===== src/rtl/vfu_result_queue.sv =====
// VFU result writeback queue: picks one of NSRC result vectors per accepted op,
// zeroes masked-off lanes, and buffers {data, mask} in a DEPTH-entry FIFO.
module vfu_result_queue #(
  parameter int WIDTH = 16,
  parameter int N     = 4,
  parameter int NSRC  = 4,
  parameter int DEPTH = 4,
  localparam int SELW = (NSRC > 1) ? $clog2(NSRC) : 1,
  localparam int CNTW = $clog2(DEPTH + 1)
) (
  input  logic                      clk,
  input  logic                      rst,
  input  logic                      flush,
  input  logic                      in_valid,
  output logic                      in_ready,
  input  logic [SELW-1:0]           sel,
  input  logic [N-1:0]              lane_mask,
  input  logic [NSRC*N*WIDTH-1:0]   src_data,
  output logic                      out_valid,
  input  logic                      out_ready,
  output logic [N*WIDTH-1:0]        out_data,
  output logic [N-1:0]              out_mask,
  output logic [CNTW-1:0]           count,
  output logic                      err_sel
);

  localparam int PTRW = $clog2(DEPTH);
  localparam int VW   = N * WIDTH;

  // Handshake: a transfer happens on a rising edge where valid && ready.
  // in_ready depends only on registered occupancy, never on out_ready.
  logic [VW-1:0]   data_q [DEPTH];
  logic [N-1:0]    mask_q [DEPTH];
  logic [PTRW-1:0] wr_ptr_q, wr_ptr_d;
  logic [PTRW-1:0] rd_ptr_q, rd_ptr_d;
  logic [CNTW-1:0] count_q, count_d;
  logic            err_q, err_d;

  logic [VW-1:0]   src_vec;
  logic [VW-1:0]   wr_data;
  logic            sel_bad;
  logic            push;
  logic            pop;

  // An out-of-range select matches no source, so its vector stays zero.
  always_comb begin
    src_vec = '0;
    for (int s = 0; s < NSRC; s++) begin
      if (sel == SELW'(s)) src_vec = src_data[s*VW +: VW];
    end
    wr_data = '0;
    for (int i = 0; i < N; i++) begin
      if (lane_mask[i]) wr_data[i*WIDTH +: WIDTH] = src_vec[i*WIDTH +: WIDTH];
    end
  end

  assign sel_bad   = ({1'b0, sel} >= (SELW+1)'(NSRC));
  assign in_ready  = (count_q < CNTW'(DEPTH));
  assign out_valid = (count_q != '0);
  assign push      = in_valid && in_ready;
  assign pop       = out_valid && out_ready;

  always_comb begin
    wr_ptr_d = wr_ptr_q;
    rd_ptr_d = rd_ptr_q;
    count_d  = count_q;
    err_d    = err_q;
    if (flush) begin
      wr_ptr_d = '0;
      rd_ptr_d = '0;
      count_d  = '0;
      err_d    = 1'b0;
    end else begin
      if (push) wr_ptr_d = wr_ptr_q + PTRW'(1);
      if (pop)  rd_ptr_d = rd_ptr_q + PTRW'(1);
      if (push && !pop)      count_d = count_q + CNTW'(1);
      else if (pop && !push) count_d = count_q - CNTW'(1);
      if (push && sel_bad) err_d = 1'b1;
    end
  end

  always_ff @(posedge clk or negedge rst) begin
    if (!rst) begin
      wr_ptr_q <= '0;
      rd_ptr_q <= '0;
      count_q  <= '0;
      err_q    <= 1'b0;
    end else begin
      wr_ptr_q <= wr_ptr_d;
      rd_ptr_q <= rd_ptr_d;
      count_q  <= count_d;
      err_q    <= err_d;
    end
  end

  // Storage is not reset; occupancy alone decides what is visible.
  always_ff @(posedge clk) begin
    if (push && !flush) begin
      data_q[wr_ptr_q] <= wr_data;
      mask_q[wr_ptr_q] <= lane_mask;
    end
  end

  assign out_data = out_valid ? data_q[rd_ptr_q] : '0;
  assign out_mask = out_valid ? mask_q[rd_ptr_q] : '0;
  assign count    = count_q;
  assign err_sel  = err_q;

endmodule


===== config.mk =====
export PLATFORM = sky130hd
export DESIGN_NAME = vfu_result_queue
export DESIGN_NICKNAME = d
export VERILOG_FILES = /design/src/rtl/vfu_result_queue.sv
export SDC_FILE = /design/constraint.sdc
export NUM_CORES = 1
export LEC_CHECK = 0
export BUFFER_PORTS_ARGS = -buffer_cell sky130_fd_sc_hd__clkbuf_2
export CORE_MARGIN = 4
export CORE_UTILIZATION = 50
export DETAILED_ROUTE_END_ITERATION = 10
export PLACE_DENSITY = 0.86
export SLEW_MARGIN = 20
export SYNTH_ARGS = -nofsm -noshare
export SYNTH_HDL_FRONTEND = slang
export SYNTH_SLANG_ARGS = --single-unit

===== constraint.sdc =====
create_clock -name clk -period 6.2 [get_ports clk]
set_input_delay 0.93 -clock clk [delete_from_list [all_inputs] [get_ports clk]]
set_output_delay 0.93 -clock clk [all_outputs]
set_load 0.02 [all_outputs]

# Word level (Yosys, flattened, before mapping)
# Memories as Yosys holds them, arrays and structs flattened.
# Cells that the tools add are included.
# totals
regBits	7
mem_bits_rw	272
in_bits	267
output_inout_bits	74
elab_cells	45
mem_count	2
# op_classes
add_sub_neg	4
magnitude_cmp	1
eq_ne	3
n_mux	19
n_reduce_logical	13
# mem_list
name	depth	word_bits	rd	rd_ports_with_merged_regs	wr	line_no	text
data_q	4	64	1	0	1	32	logic [VW-1:0] data_q [DEPTH];
mask_q	4	4	1	0	1	33	logic [N-1:0] mask_q [DEPTH];
# ops
op	n
2-to-1 mux 64 bit	5
2-to-1 mux 16 bit	4
2-to-1 mux 3 bit	3
2-to-1 mux 2 bit	4
nonzero test 3 bit	2
logical AND 1 bit	5
adder 2 x 1 -> 2 bit, second input constant	2
equality test 2 bit, second input constant	2
2-to-1 mux 4 bit	1
nonzero test 2 bit	2
adder 3 x 1 -> 3 bit, second input constant	1
zero test 1 bit	3
< comparator 3 bit, second input constant	1
subtractor 3 x 1 -> 3 bit, second input constant	1
equality test 2 x 1 -> 1 bit, second input constant	1
zero test 2 bit	1
2-to-1 mux 1 bit	2

# Longest topological paths before layout
# depth
word_depth	7
depth_mapped	8
ltp_nobuf	7

# Worst setup path after synthesis
# Ideal clock, no wire load.
# synth_path
path_type	input -> register
from	in flush
to	mem data_q[0][0] in the netlist's numbering, enable pin
setup_ns	0.434
t_arrival_ns	2.903
required_time_ns	5.766
setup_slack_ns	2.864
stages	3
path_buffers	1
cell_sequence	clkbuf_1 nor2_1 and2_1
# synth_between
elab_chain_len	4
# synth_rtl
item	line_no	text
start: declaration	13	input logic flush,
zero test 1 bit	98	if (push && !flush) begin
logical AND 1 bit	98	
2-to-1 mux 1 bit	98	
2-to-1 mux 1 bit (not written as such)	99	data_q[wr_ptr_q] <= wr_data;
end: declaration	32	
# No other way between the ends.

# Worst setup path after layout
# layout_path
from	reg rd_ptr_q[0]
to	out out_data[31]
# layout_between
elab_chain_len	2
# layout_rtl
item	line_no	text
start: declaration	35	logic [PTRW-1:0] rd_ptr_q, rd_ptr_d;
start signal: assignment	90	rd_ptr_q <= rd_ptr_d;
memory read (4 x 64 bit)	-	
2-to-1 mux 64 bit	104	assign out_data = out_valid ? data_q[rd_ptr_q] : '0;
end: declaration	21	output logic [N*WIDTH-1:0] out_data,
# No other way between the ends.

==> impl_metrics.py <==
metrics = {
    "power": {
        "power_density_mw_per_mm2": 373,
        "p_leak_uw": 0.00580,
        "ir_worst_vdd_uv": 454,
        "fin_total_pwr_uw": 5830,
    },
    "setup_path": {
        "path_class": "flip-flop to output pin",
        "end_kind": "output pin",
        "rr_endpoint": "count[1]",
        "ff2ff_path_depth": 6,
        "worstSetupStartpointType": "flip-flop",
        "arrival_ps": 2650,
        "critPathRequiredTime_ps": 5270,
        "r2r_start": "count[2]",
        "r2r_slack_ps": 3530,
        "cp_max_fo": 44,
    },
    "synthesis": {
        "yosys_warnings": 0,
        "postSynthAreaPerCell_sq_um": 20.1,
        "syn_inst": 639,
        "yosysSeqAreaShare_pct": 64.9,
        "syn_nets": 911,
        "synth-seq-cells": 279,
        "synthesis.area_sq_mm": 0.0128,
        "synth_cell_types": 33,
    },
    "cts": {
        "clock_sinks": 279,
        "cts_resized": 0,
        "numCtsBuffers": 28,
        "clk_pin_slew_worst_paths_ps": 60,
        "cts_tree": "built",
        "clock_path_buffers": 3,
        "worstSkewPairLatency_ps": 520,
        "cts_setup_buffers": 0,
        "h-tree-depth": 1,
        "cts_hold_buf": 0,
        "root_buffer": "clkbuf_16",
    },
    "timing": {
        "hold_ws_ps": 247,
        "final_max_slew_viol_count": 0,
        "finalClockSkew_ps": 6.75,
        "rsz0062_at_grt": "no",
        "setup_viol": 0,
        "period_needed_ps": 3580,
        "layout_worst_path_cycle_share_pct": 57.8,
        "tns_ps": 0,
        "fmax_mhz": 279,
        "worst_slew_pin_slew_ps": 1080,
        "hold_violations": 0,
        "maxSlewHeadroom_pct": 27.8,
    },
    "cells_and_area": {
        "final_core_util_pct": 61.8,
        "antenna_cells": 0,
        "areaGrowthSynthToFinish_pct": 21.5,
        "drive_gt1_share_pct": 52.6,
        "nNetsFinal": 1243,
    },
    "route": {
        "routed_wl_microns": 27500,
        "drc": 0,
        "routedWlPerCell_microns": 20.8,
        "first_pass_iters": 5,
        "ant_nets": 0,
        "drt_iter0_markers": 436,
        "vias": 7357,
        "viasPerCell": 5.57,
    },
    "floorplan": {
        "dieArea_sq_mm": 0.0283,
        "io-pin-count": 341,
        "die_w_microns": 168,
        "rows": 58,
        "core_area_sq_mm": 0.0253,
        "start_util_pct": 50.9,
        "die_h_microns": 168,
    },
    "status": {
        "outcome": "complete, no violations",
    },
    "global_routing": {
        "grt_max_degree": 70,
        "antenna_found_initial": 0,
        "grt_first_pass_wirelength_microns": 43000,
        "grt_use_total_pct": 19.3,
        "grt_pass1_vias": 8124,
        "gr-total-overflow": 0,
    },
    "placed_design": {
        "port_buffers": 339,
        "gp_congestion": 0.783,
        "dp_hpwl_microns": 17800,
    },
    "flow_run": {
        "drv_cap": 0,
    },
    "min_path": {
        "hold_path_class": "input pin to async pin",
    },
}
[power breakdown]
part           total, uW  switching, uW  internal [uW]
clock network       1630            658            975
registers           2320           80.1           2240
logic               1870           1050            815
[logic make-up (layout without fill, tap and decap cells)]
group                      count (synthesis)  in the layout  synth area share, %
AOI/OAI and AO/OA                         11             11                0.555
xor gates and xnor gates                   4              4                0.273
adders and majority gates                  5              5                0.545
buffers and inverters                     50            403                 2.95
DFF                                      279            279                 64.9
muxes                                    133            133                 23.3
other                                      1              1               0.0292
and+or+nand+nor                          156            156                 7.36
[per-stage QoR]
| stage | std cells | area, sq um | worst slack (ps) |
|---|---|---|---|
| final | 1322 | 15600 | 2620 |
| after global routing | 1322 | 15600 | 2420 |
| after CTS | 1320 | 15600 | 2520 |
| after detailed placement | 1269 | 14700 | 2880 |
| after global placement | 1269 | 14700 | 2930 |
| after floorplan | 639 | 12800 | 2860 |
[cell usage in the layout, fill, tap and decap left out, types with 4 or more instances in the layout]
cell type	synthesis	layout
ha_1	4	4
and2_4	0	4
mux4_2	128	128
nor2_1	7	7
clkbuf_1	13	5
clkbuf_2	0	337
dfrtp_1	7	5
inv_1	5	5
mux4_1	4	4
and2_1	136	132
edfxtp_1	272	272
clkbuf_16	0	29
buf_4	2	7
clkinv_2	0	5
clkinv_1	0	7
nand2_1	4	4
[state kept, by name, indices dropped and copies added (netlist names)]
| register | cells |
|---|---|
| mask_q | 16 |
| rd_ptr_q | 2 |
| data_q | 256 |
| count | 3 |
| wr_ptr_q | 2 |
[layout make-up]
type                    count  area [sq um]
multi-input cells         310          4140
inverters                   5          18.8
repair buffers            347          1780
fillers                  1829          9650
clock inverters            17           159
clock buffers              34           744
flip-flops and latches    279          8350
well taps                 330           413
[layer usage]
metal	global-route usage, %	wire length, microns	vias to the layer above
li1	-	-	3276
met1	24.7	10700	3750
met2	33.5	14200	286
met3	4.60	2050	45
met4	5.29	534	0
met5	0	0	-
[worst max path at each step]
stage                start       endpoint  slack, ps
4_1_cts        rd_ptr_q[0]   out_data[31]       2520
2_1_floorplan        flush   data_q[0][0]       2860
3_3_place_gp        sel[0]  data_q[0][31]       2930
6_report       rd_ptr_q[0]   out_data[31]       2620
5_1_grt        rd_ptr_q[0]   out_data[31]       2420
3_5_place_dp        sel[0]  data_q[3][31]       2880
[critical path, cell delays in order (launching register included)]
cell      delay, ps
dfrtp_4         400
buf_4           680
mux4_2          590
and2_1          210
clkbuf_2        170
[cell usage after synthesis, drive strengths merged]
library cell	count	share of area, %
ha	4	0.39
clkbuf	13	0.38
a31oi	1	0.049
xor2	2	0.14
and2b	1	0.068
buf	32	2.4
a311oi	1	0.068
nor2b	1	0.049
nand2	4	0.12
nor3	1	0.039
edfxtp	272	64
nand2b	1	0.049
nand3	3	0.12
xnor2	2	0.14
o21ai	3	0.12
a211o	1	0.068
a2bb2oi	1	0.068
a2111oi	1	0.068
dfrtp	7	1.4
and2	136	6.6
a21oi	3	0.12
conb	1	0.029
or3	1	0.049
mux4	132	23
inv	5	0.15
mux2i	1	0.078
nor2	7	0.20
fa	1	0.16
nand4	1	0.049
Note: power is estimated with default switching activity, not from simulation.
